[config.mk]
export PLATFORM = sky130hd
export DESIGN_NAME = seq_div8by4_flat
export DESIGN_NICKNAME = d
export VERILOG_FILES = /design/src/rtl/seq_div_pkg.sv /design/src/rtl/seq_div8by4_if.sv /design/src/rtl/div_step.sv /design/src/rtl/seq_div8by4.sv /design/src/flat_wrapper.sv
export SDC_FILE = /design/constraint.sdc
export NUM_CORES = 1
export LEC_CHECK = 0
export CORE_MARGIN = 4
export CORE_UTILIZATION = 45
export CTS_CLUSTER_SIZE = 8
export DETAILED_ROUTE_END_ITERATION = 7
export HOLD_SLACK_MARGIN = 0.1
export PLACE_DENSITY_LB_ADDON = 0.12
export SLEW_MARGIN = 20
export SYNTH_ARGS = -nofsm -noshare
export SYNTH_HDL_FRONTEND = slang
export SYNTH_SLANG_ARGS = --single-unit
[constraint.sdc]
create_clock -name clk -period 2.85 [get_ports clk]
set_clock_uncertainty 0.15 [all_clocks]
set_input_delay 0.285 -clock clk [delete_from_list [all_inputs] [get_ports clk]]
set_output_delay 0.285 -clock clk [all_outputs]
set_load 0.02 [all_outputs]
[src/rtl/seq_div_pkg.sv]
// rtl/seq_div_pkg.sv - shared constants and state type for the sequential divider
package seq_div_pkg;

    localparam int DW_DEF = 8;
    localparam int VW_DEF = 4;
    localparam int CNT_W  = $clog2(DW_DEF);

    typedef enum logic {
        IDLE = 1'b0,
        CALC = 1'b1
    } state_t;

endpackage

[src/rtl/seq_div8by4_if.sv]
// rtl/seq_div8by4_if.sv - start/busy/done handshake and operand/result bus of the divider
interface seq_div8by4_if #(
    parameter int DW = 8,
    parameter int VW = 4
);

    logic          start;
    logic [DW-1:0] dividend;
    logic [VW-1:0] divisor;
    logic          busy;
    logic          done;
    logic [DW-1:0] quotient;
    logic [VW-1:0] remainder;
    logic          div_zero;

    modport master (
        output start, dividend, divisor,
        input  busy, done, quotient, remainder, div_zero
    );

    modport slave (
        input  start, dividend, divisor,
        output busy, done, quotient, remainder, div_zero
    );

endinterface

[src/rtl/div_step.sv]
// rtl/div_step.sv - one combinational restoring-division step
module div_step #(
    parameter int VW = 4
) (
    input  logic [VW-1:0] rem_i,
    input  logic          bit_i,
    input  logic [VW-1:0] divisor_i,
    output logic [VW-1:0] rem_o,
    output logic          q_o
);

    logic [VW:0] trial;

    // Shift the next dividend bit into the partial remainder and subtract if it fits.
    // The low VW bits of (trial - divisor) equal the truncated VW-bit difference.
    always_comb begin
        trial = {rem_i, bit_i};
        q_o   = (trial >= {1'b0, divisor_i});
        rem_o = q_o ? (trial[VW-1:0] - divisor_i) : trial[VW-1:0];
    end

endmodule

[src/rtl/seq_div8by4.sv]
// rtl/seq_div8by4.sv - multicycle restoring divider, one quotient bit per clock (option: SEQ_DIV_ZERO_CHK_EN)
module seq_div8by4
    import seq_div_pkg::*;
#(
    parameter int DW = DW_DEF,
    parameter int VW = VW_DEF
) (
    input  logic clk,
    input  logic rst_n,
    seq_div8by4_if.slave bus
);

    localparam int            CW   = $clog2(DW);
    localparam logic [CW-1:0] LAST = CW'(DW - 1);

    state_t        state_q, state_d;
    logic [CW-1:0] cnt_q, cnt_d;
    logic [DW-1:0] shf_q, shf_d;
    logic [VW-1:0] dvs_q, dvs_d;
    logic [VW-1:0] rem_q, rem_d;
    logic [DW-1:0] quo_q, quo_d;
    logic [VW-1:0] rmd_q, rmd_d;
    logic          done_q, done_d;
`ifdef SEQ_DIV_ZERO_CHK_EN
    logic          dz_q, dz_d;
`endif

    logic          accept;
    logic          zero_skip;
    logic          finish;
    logic [VW-1:0] step_rem;
    logic          step_q;

    div_step #(.VW(VW)) u_step (
        .rem_i     (rem_q),
        .bit_i     (shf_q[DW-1]),
        .divisor_i (dvs_q),
        .rem_o     (step_rem),
        .q_o       (step_q)
    );

    // State register.
    always_ff @(posedge clk or negedge rst_n) begin
        if (!rst_n) state_q <= IDLE;
        else        state_q <= state_d;
    end

    // Next-state: a start in IDLE launches CALC unless a zero divisor short-circuits it.
    always_comb begin
        accept = (state_q == IDLE) && bus.start;
`ifdef SEQ_DIV_ZERO_CHK_EN
        zero_skip = accept && (bus.divisor == '0);
`else
        zero_skip = 1'b0;
`endif
        finish  = (state_q == CALC) && (cnt_q == LAST);
        state_d = state_q;
        case (state_q)
            IDLE:    if (accept && !zero_skip) state_d = CALC;
            CALC:    if (cnt_q == LAST)        state_d = IDLE;
            default: state_d = IDLE;
        endcase
    end

    // Datapath and result outputs; results only change when an operation completes.
    always_comb begin
        cnt_d  = cnt_q;
        shf_d  = shf_q;
        dvs_d  = dvs_q;
        rem_d  = rem_q;
        quo_d  = quo_q;
        rmd_d  = rmd_q;
        done_d = finish || zero_skip;
`ifdef SEQ_DIV_ZERO_CHK_EN
        dz_d   = dz_q;
`endif
        if (accept) begin
            shf_d = bus.dividend;
            dvs_d = bus.divisor;
            rem_d = '0;
            cnt_d = '0;
        end
        if (state_q == CALC) begin
            shf_d = {shf_q[DW-2:0], step_q};
            rem_d = step_rem;
            cnt_d = cnt_q + 1'b1;
        end
        if (finish) begin
            quo_d = {shf_q[DW-2:0], step_q};
            rmd_d = step_rem;
`ifdef SEQ_DIV_ZERO_CHK_EN
            dz_d  = 1'b0;
`endif
        end
`ifdef SEQ_DIV_ZERO_CHK_EN
        if (zero_skip) begin
            quo_d = '1;
            rmd_d = '0;
            dz_d  = 1'b1;
        end
`endif
    end

    // Datapath and result registers.
    always_ff @(posedge clk or negedge rst_n) begin
        if (!rst_n) begin
            cnt_q  <= '0;
            shf_q  <= '0;
            dvs_q  <= '0;
            rem_q  <= '0;
            quo_q  <= '0;
            rmd_q  <= '0;
            done_q <= 1'b0;
`ifdef SEQ_DIV_ZERO_CHK_EN
            dz_q   <= 1'b0;
`endif
        end else begin
            cnt_q  <= cnt_d;
            shf_q  <= shf_d;
            dvs_q  <= dvs_d;
            rem_q  <= rem_d;
            quo_q  <= quo_d;
            rmd_q  <= rmd_d;
            done_q <= done_d;
`ifdef SEQ_DIV_ZERO_CHK_EN
            dz_q   <= dz_d;
`endif
        end
    end

    // Handshake outputs: busy follows CALC, everything else is registered.
    always_comb begin
        bus.busy      = (state_q == CALC);
        bus.done      = done_q;
        bus.quotient  = quo_q;
        bus.remainder = rmd_q;
`ifdef SEQ_DIV_ZERO_CHK_EN
        bus.div_zero  = dz_q;
`else
        bus.div_zero  = 1'b0;
`endif
    end

endmodule

[src/flat_wrapper.sv]
// flat-port wrapper written by rule: the top's interface ports become plain ports
module seq_div8by4_flat import seq_div_pkg::*;
#(
    parameter int DW = DW_DEF,
    parameter int VW = VW_DEF
)
  (clk, rst_n, bus_start, bus_dividend, bus_divisor, bus_busy, bus_done, bus_quotient, bus_remainder, bus_div_zero);
  seq_div8by4_if #(.DW(DW), .VW(VW)) bus_i ();
  input  logic clk;
  input  logic rst_n;
  input wire logic [$bits(bus_i.start)-1:0] bus_start;
  input wire logic [$bits(bus_i.dividend)-1:0] bus_dividend;
  input wire logic [$bits(bus_i.divisor)-1:0] bus_divisor;
  output wire logic [$bits(bus_i.busy)-1:0] bus_busy;
  output wire logic [$bits(bus_i.done)-1:0] bus_done;
  output wire logic [$bits(bus_i.quotient)-1:0] bus_quotient;
  output wire logic [$bits(bus_i.remainder)-1:0] bus_remainder;
  output wire logic [$bits(bus_i.div_zero)-1:0] bus_div_zero;
  assign bus_i.start = bus_start;
  assign bus_i.dividend = bus_dividend;
  assign bus_i.divisor = bus_divisor;
  assign bus_busy = bus_i.busy;
  assign bus_done = bus_i.done;
  assign bus_quotient = bus_i.quotient;
  assign bus_remainder = bus_i.remainder;
  assign bus_div_zero = bus_i.div_zero;
  seq_div8by4 #(.DW(DW), .VW(VW)) u_core (.clk(clk), .rst_n(rst_n), .bus(bus_i));
endmodule
* Word-level counts from Yosys, hierarchy flattened *
Cells that the tools add are included.

word-level totals
  bits in registers = 33
  input port bits = 15
  logic and storage cells = 26
  output and inout bits = 15

cells by class
  muxes and demuxes = 10
  bitwise gates (word level) = 1
  reductions and logical operators = 3
  $lt $le $gt $ge = 1
  equality and inequality tests = 1
  $add $sub $neg = 2

operator list
  operator                                     count
  two-way mux 8 bit                            2
  two-way mux 4 bit                            3
  two-way mux 3 bit                            2
  >= comparator 5 x 4 -> 1 bit                 1
  subtractor 4 bit                             1
  adder 3 x 1 -> 3 bit, second input constant  1
  == test 3 bit, second input constant         1
  logical AND 1 bit                            2
  two-way mux 1 bit                            2
  case mux 1 bit (2 select lines)              1
  nonzero test 2 bit                           1
  inverter 1 bit                               1

* Logic depth before layout (Yosys ltp) *
Gate-level depths: netlist of run 1.

  word-level depth = 4
  mapped depth = 7
  depth with buffers taken out = 7

* Cells and area by module *
From an unflattened synthesis of run 1, not the netlist that was laid out.

unflattened totals
  cell total of the unflattened synthesis = 124
  area total of the unflattened synthesis = 1602.8 sq um

modules (own cells, without submodules)
  module       cells each  sequential area each (sq um)  times used  area each (sq um)
  seq_div8by4  96          825.8                         1           1378.8
  div_step     28          0.0                           1           224.0

* Worst setup path after synthesis of run 1 *
Ideal clock, no wire load.

  path type = register -> register
  start point = register u_core.rem_q[0]
  end point = register u_core.rem_q[2]
  stages on the path, launching flop included = 6
  buffers on the path = 0
  path slack = 855 ps
  data arrival time = 1724 ps
  clock period less this slack = 1995 ps
  data required time = 2578 ps
  library setup time = 122 ps
  cell sequence = dfrtp_1 -> ha_1 -> nor2b_4 -> o311a_4 -> or3_1 -> a32o_1

between the ends
  longest elaborated chain between the ends = 3
  elaborated cells on any way between the ends = 4
  classes of those cells = add/sub (1); order compare (1); mux (2)

ends and longest elaborated chain
  element                                                           line                            text
  start: declaration                                                seq_div8by4.sv:20               logic [VW-1:0] rem_q, rem_d;
  start signal: assignment                                          seq_div8by4.sv:121              rem_q <= rem_d;
  subtractor 4 bit or >= comparator 5 x 4 -> 1 bit (tied branches)  div_step.sv:19, div_step.sv:18
  two-way mux 4 bit *                                               div_step.sv:19                  rem_o = q_o ? (trial[VW-1:0] - divisor_i) : trial[VW-1:0];
  two-way mux 4 bit *                                               seq_div8by4.sv:83               if (state_q == CALC) begin

Mark *: on every way between the ends. The rest lies on a longest branch, timed or not.
A chain may end at the register's enable or synchronous reset.

* Worst setup path after layout of run 1 *
Same ends and word-level chain as after synthesis.

==> impl_results.md, run 1 <==
- Share of layout cells above drive strength 1: 15.2%
- Worst reg2reg path endpoint: u_core.rem_q[2]
- Vias in the first global route: approximately 1200
- Synth Area in Simple Gates: a little under an eighth
- Leak Pwr: roughly 0.87 nW
- Initial Utilization: roughly 47%
- Initial antenna violation count: 0
- Fin nets: between 150 and 200
- Post-synthesis mux area share: 10.2%
- Final hold violation count: 0
- Worst-path clk slew: about 0.10 ns
- Synthesized area per cell: about 11 um2
- Root Buffer: clkbuf_4
- Int Power: between 1 and 1.5 mW
- Adder-cell share of the synthesized area: slightly above 6%
- Worst Path Class, Setup: reg -> reg
- Setup crit start kind: flip-flop
- Yosys top cell by area: dfrtp_1
- Die Area: ~0.0045 mm2
- Min Tclk post-route: 2.10 ns
- DP HPWL: about 2200 um
- CTS Buf Count: 5
- Final wirelength: 3160 um
- Combinational fraction of design power: 53.8%
- DR pass1 iterations: 4
- Starting DRT DRC Count: 57
- Largest net degree at the start of global routing: 34
- Worst R2R Start: u_core.rem_q[0]
- GRT Util Overall: 16.0%
- Data arrival, critical path: approximately 2.2 ns
- Hold_buf cts: 0
- GPL Wtd Cong: 0.953
- Post-cts gate resize count: 0
- Remaining global-route overflow: 0
- Highest routed layer: met4
- Non-filler cells, final: around 220
- Synth Cell Area: roughly 0.0016 mm2
- First-pass GRT wire length: ~5300 um
- CTS tree: done
- Setup TNS: 0 ns
- Met3 WL: 155 um
- Clock network fraction of total power: around an eighth
- Synth top area cells: dfrtp_1, mux2_2, o21ai_0, ha_1, mux2i_1
- Clk buf depth: 2
- Diode count: 0
- FP Rows: 21
- Post-synthesis sequential element count: 33
- F_max: 477 MHz
- Ports: 30
- Yosys cell types: 35
- Total power draw: roughly 2.5 mW
- Register area share after synthesis: approximately 53%
- Slew headroom: between 60% and 70%
- Die width: 67 um
- Port bufs: 28
- Core box area: around 0.0033 mm2
- Via density: around 5.4
- Worst reg-to-reg path cell count: 5
- Switch Pwr: approximately 990 uW
- Routed Antenna Nets: 0
- # setup viols final: 0
- Clock sink count: 33
- H-tree levels: 2
- Maximum Capacitance Violations: 0
- Worst-skew pair later-pin latency: 0.33 ns
- Crit path to: u_core.rem_q[2]
- Power density cells: about 1300 mW/mm2
- # Post-CTS Setup Buffers: 0
- Synth top area share: a little over half
- Post-Syn Nets: about 160
- Outcome: completed
- Period utilization: 73.5%
- Routed len/inst: 14.5 um
- Largest family of logic cells by synthesized area: compound AO/OA/AOI/OAI gates
- Compound-cell area share of the yosys netlist: 14.9%
- Final Max Slew Viols: 0
- Setup WS pre-CTS: between 0.7 and 0.8 ns
- Crit path from: u_core.rem_q[0]
- Post-synthesis cell count: ~140
- CP Max Fanout: 5
- CP required: 2.93 ns
- Sw frac: 39.8%
- Slack of the worst reg-to-reg path: approximately 0.75 ns
- Synth warn: 0
- DRC viols: 0
- Post-synthesis xor/xnor area fraction: less than 1%
- Met1 Wirelength: 1400 um
- Area Overhead vs Synth: 25.3%
- Worst setup EP type: flip-flop
- Placed Cells: roughly 210
- RSZ-0062 raised after global routing: no
- Actual slew at the worst max-slew pin: roughly 0.56 ns
- WL met2: 1520 um
- HP Class: in -> async
- Maximum VDD drop: between 0.0005 and 0.0006 V
- Via count: 1161
- Die H: between 60 and 70 um
- Setup WS post-layout: approximately 0.75 ns
- Sequential power share: 33.9%
==> how the worst min path moves through the flow <==
stage | from | end | slack, ns | cells after the start
after global placement | u_core.bus.remainder[3] | u_core.bus.remainder[3] | 0.32 | 2
final | rst_n | u_core.cnt_q[0] | 0.19 | 2
after global routing | rst_n | u_core.bus.quotient[2] | 0.22 | 2
after floorplan | rst_n | u_core.bus.busy | -0.16 | 0
after detailed placement | u_core.bus.quotient[0] | u_core.bus.quotient[0] | 0.33 | 2
after CTS | rst_n | u_core.cnt_q[1] | 0.20 | 2
==> layout make-up <==
| class | instances | area, um2 |
|---|---|---|
| flip-flops and latches | 33 | 826 |
| fillers | 305 | 1370 |
| repair buffers | 31 | 303 |
| well taps | 46 | 57.6 |
| clock inverters | 1 | 5.00 |
| clock buffers | 7 | 65.1 |
| inverters | 7 | 26.3 |
| multi-input cells | 92 | 681 |
==> power groups by stage <==
stage               clock network [mW]  registers (mW)  logic [mW]
detailed placement                   0           0.848        1.32
floorplan                            0           0.930       0.821
global route                     0.329           0.875        1.46
CTS                              0.313           0.841        1.33
global placement                     0           0.840        1.28
finish                           0.304           0.840        1.33
==> layout by cell type (no fill, tap or decap), types with 2 or more instances in the layout <==
cell type        Yosys  routed
a21oi_1              2       2
ha_1                 6       6
buf_4                1       3
a31o_2               3       3
o21ai_0             17      17
clkbuf_8             0       2
nor2b_1              2       2
mux2_2               8       8
clkdlybuf4s50_1      0      28
mux2i_1              7       7
nor3b_1              2       2
nand2_1             17      17
nor2_1               4       4
clkbuf_4             0       5
dfrtp_1             33      33
a22o_1               2       2
and2_1               3       3
inv_1                7       7
nand3_1              2       2
==> per-layer routing <==
metal / global-route usage (%) / vias to the layer above
li1: - / 553
met1: 19.0 / 573
met2: 25.2 / 25
met3: 4.72 / 10
met4: 9.62 / 0
met5: 0 / -
==> Yosys cell counts <==
cell / count
o311ai_2: 1
fa_1: 1
mux2_2: 8
nor3b_1: 2
nand2_1: 17
o32ai_1: 1
nor2_1: 4
o31ai_1: 1
clkbuf_1: 3
inv_1: 7
a311o_1: 1
a211oi_1: 1
a31o_2: 3
a21oi_1: 2
nand4_1: 1
o21bai_1: 1
dfrtp_1: 33
ha_1: 6
nor2b_1: 2
a31oi_1: 1
nor4b_1: 1
buf_2: 3
o311a_4: 1
or3_1: 1
nor2b_4: 1
or2_4: 1
and2_1: 3
buf_4: 1
conb_1: 1
nand3_1: 2
mux2i_1: 7
a32o_1: 1
o21ai_0: 17
xnor2_1: 1
a22o_1: 2
==> logic make-up (layout without fill, tap and decap cells) <==
| family | count (synthesis) | count (layout) |
|---|---|---|
| buffers and inverters | 14 | 46 |
| flip-flops | 33 | 33 |
| XOR/XNOR | 1 | 1 |
| AO/OA/AOI/OAI | 33 | 33 |
| other | 1 | 1 |
| adder cells (fa/ha/maj) | 7 | 7 |
| multiplexers | 15 | 15 |
| AND/OR/NAND/NOR | 35 | 35 |
==> state kept, by name, indices dropped and copies added (netlist names) <==
register / count
u_core.rem_q: 4
u_core.bus.done: 1
u_core.cnt_q: 3
u_core.shf_q: 8
u_core.dvs_q: 4
u_core.bus.quotient: 8
u_core.bus.remainder: 4
u_core.bus.busy: 1
==> critical path, cell delays in order, from the launching register on <==
cell and delay [ns]:
dfrtp_1 0.46, ha_1 0.33, nor2b_4 0.14, o311a_4 0.32, or3_1 0.34, a32o_1 0.25
==> through the flow <==
step / utilization (%) / hold WS [ns] / area [um2]
after global placement: 56.7 / 0.319 / 1890
after global routing: 58.8 / 0.217 / 1960
after CTS: 58.8 / 0.198 / 1960
after floorplan: - / -0.161 / 1570
final: 58.8 / 0.191 / 1960
after detailed placement: 56.7 / 0.327 / 1890
Power figures use the tool's default switching activity.
==> run 2, diff against run 1 <==
==> constraint.sdc (replaced) <==
create_clock -name clk -period 2 [get_ports clk]
set_clock_uncertainty 0.15 [all_clocks]
set_input_delay 0.2 -clock clk [delete_from_list [all_inputs] [get_ports clk]]
set_output_delay 0.2 -clock clk [all_outputs]
set_load 0.02 [all_outputs]
==> run 2 against run 1 <==
- sequential power rose by 42%
- register-to-register slack got worse by 0.75 ns
- non-clock buffer count rose by 7
- highest routed layer unchanged
- critical path type unchanged
- critical endpoint unchanged
==> impl_results.md, run 2 (same netlist as run 1, synthesis figures left out) <==
- Data arrival, critical path: 2.09 ns (was 2.18 ns)
- GPL Wtd Cong: 0.888 (was 0.953)
- Buffer and inverter count on the worst path: 0 (unchanged)
- Int Power: 2.18 mW (was 1.49 mW)
- CP required: 2.09 ns (was 2.93 ns)
- Power density cells: 1800 mW/mm2 (was 1260 mW/mm2)
- Cell area after placement: 0.00195 mm2 (was 0.00189 mm2)
- Sequential power share: 32.8% (was 33.9%)
- Switch Pwr: 1.46 mW (was 985 uW)
- GRT Util Overall: 17.5% (was 16.0%)
- CP Max Fanout: 3 (was 5)
- # setup viols final: 0 (unchanged)
- Worst reg-to-reg path cell count: 5 (unchanged)
- RSZ-0062 raised after global routing: yes (was no)
- Fin nets: 199 (was 192)
- CP max-delay cell: dfrtp_1 (unchanged)
- Die Area: 0.00449 mm2 (unchanged)
- Maximum VDD drop: 0.000927 V (was 0.000590 V)
- Clock sink count: 33 (unchanged)
- Starting DRT DRC Count: 52 (was 57)
- CTS Buf Count: 5 (unchanged)
- Final Max Slew Viols: 0 (unchanged)
- CP peak stage delay: 0.40 ns (was 0.46 ns)
- Cells along the critical path: ha_1 > nor2b_4 > o311a_4 > or3_4 > a32o_1 (was ha_1 > nor2b_4 > o311a_4 > or3_1 > a32o_1)
- Combinational fraction of design power: 56.8% (was 53.8%)
- Initial Utilization: 46.9% (unchanged)
- Via density: 5.25 (was 5.35)
- Maximum Capacitance Violations: 0 (unchanged)
- Remaining global-route overflow: 0 (unchanged)
- Commonest non-fill, non-tap cell in the layout: dfrtp_1 (unchanged)
- Root Buffer: clkbuf_4 (unchanged)
- Share of layout cells above drive strength 1: 19.7% (was 15.2%)
- Total power draw: 3.64 mW (was 2.48 mW)
- Core box area: 0.00334 mm2 (unchanged)
- H-tree levels: 2 (unchanged)
- Largest net degree at the start of global routing: 34 (unchanged)
- Area Overhead vs Synth: 28.8% (was 25.3%)
- FP Rows: 21 (unchanged)
- Leak Pwr: 0.890 nW (was 0.866 nW)
- # Post-CTS Setup Buffers: 0 (unchanged)
- CTS tree: done (unchanged)
- DRC viols: 0 (unchanged)
- HP Class: in -> async (unchanged)
- Initial antenna violation count: 0 (unchanged)
- Clock network fraction of total power: 10.3% (was 12.3%)
- Final wirelength: 3410 um (was 3160 um)
- Port bufs: 28 (unchanged)
- Die H: 67 um (unchanged)
- Final hold violation count: 0 (unchanged)
- Period utilization: 99.8% (was 73.5%)
- Worst reg2reg path endpoint: u_core.rem_q[2] (unchanged)
- Sw frac: 40.0% (was 39.8%)
- Vias in the first global route: 1241 (was 1206)
- Via count: 1176 (was 1161)
- Hold_buf cts: 0 (unchanged)
- Min Tclk post-route: 2.00 ns (was 2.10 ns)
- DP HPWL: 2500 um (was 2240 um)
- F_max: 501 MHz (was 477 MHz)
- Worst R2R Start: u_core.rem_q[0] (unchanged)
- Slack of the worst reg-to-reg path: 0.004 ns (was 0.75 ns)
- Top delay family on crit path: compound AO/OA/AOI/OAI gates (unchanged)
- Worst Path Class, Setup: reg -> reg (unchanged)
- Outcome: completed (unchanged)
- First-pass GRT wire length: 5720 um (was 5300 um)
- Routed len/inst: 15.2 um (was 14.5 um)
- Ports: 30 (unchanged)
- Routed Antenna Nets: 0 (unchanged)
- Final Core Density: 60.5% (was 58.8%)
- Clk buf depth: 2 (unchanged)
- DR pass1 iterations: 4 (unchanged)
- Worst-path clk slew: 0.11 ns (was 0.10 ns)
- Worst setup EP type: flip-flop (unchanged)
- Most frequent cells in the layout: dfrtp_1, clkdlybuf4s50_1, nand2_1 (was dfrtp_1, clkdlybuf4s50_1, nand2_1, o21ai_0, mux2_2)
- Diode count: 0 (unchanged)
- Die width: 67 um (unchanged)
- Setup crit start kind: flip-flop (unchanged)
- Fin area: 0.00202 mm2 (was 0.00196 mm2)
- Worst-skew pair later-pin latency: 0.34 ns (was 0.33 ns)
-- run 2: worst register-to-register path, delay by kind of cell, from the launching register on --
| kind | cells | cell delay, ns |
|---|---|---|
| compound gates | 2 | 0.56 |
| fa+ha+maj | 1 | 0.31 |
| flops | 1 | 0.40 |
| simple gates | 2 | 0.48 |
-- run 2: how the worst max path moves through the flow --
| stage | start | slack (ns) | cells past startpoint | end |
|---|---|---|---|---|
| after global routing | u_core.rem_q[0] | -0.03 | 5 | u_core.rem_q[2] |
| after floorplan | u_core.rem_q[0] | 0.005 | 5 | u_core.rem_q[2] |
| final | u_core.rem_q[0] | 0.004 | 5 | u_core.rem_q[2] |
| after detailed placement | u_core.rem_q[1] | 0.003 | 5 | u_core.rem_q[2] |
| after global placement | u_core.dvs_q[2] | 0.05 | 6 | u_core.rem_q[2] |
| after CTS | u_core.dvs_q[1] | 0.007 | 6 | u_core.rem_q[2] |
-- run 2: power by group through the flow --
stage	clock [mW]	sequential, mW	combinational, mW
5_1_grt	0.421	1.24	2.28
4_1_cts	0.392	1.20	2.06
3_3_place_gp	0	1.19	1.96
3_5_place_dp	0	1.21	2.01
2_1_floorplan	0	1.32	1.17
6_report	0.375	1.19	2.07
-- run 2: layout make-up --
| class | count | area [um2] |
|---|---|---|
| Clock buffer | 5 | 37.5 |
| Clock inverter | 3 | 17.5 |
| Fill cell | 294 | 1320 |
| Inverter | 7 | 26.3 |
| Multi-Input combinational cell | 92 | 698 |
| Sequential cell | 33 | 826 |
| Tap cell | 46 | 57.6 |
| Timing Repair Buffer | 38 | 355 |
-- run 2: metal layers --
metal,GRT usage (%),wire [um],vias to the layer above
met3,6.07,163,9
met2,28.7,1720,28
li1,-,-,563
met5,0,0,-
met4,8.86,77,0
met1,19.9,1450,576
-- run 2: per-stage QoR --
| stage | setup TNS, ns | hold WS [ns] | cells | worst slack (ns) |
|---|---|---|---|---|
| floorplan | 0 | -0.246 | 139 | 0.00453 |
| global placement | 0 | 0.319 | 216 | 0.0521 |
| detailed placement | 0 | 0.334 | 216 | 0.00344 |
| CTS | 0 | 0.101 | 224 | 0.00671 |
| global route | -0.0835 | 0.117 | 224 | -0.0341 |
| finish | 0 | 0.0860 | 224 | 0.00427 |
-- run 2: what timing repair did --
action	CTS	global route
pin swaps	1	1
setup endpoints to repair	1	4
gates resized for setup	1	2
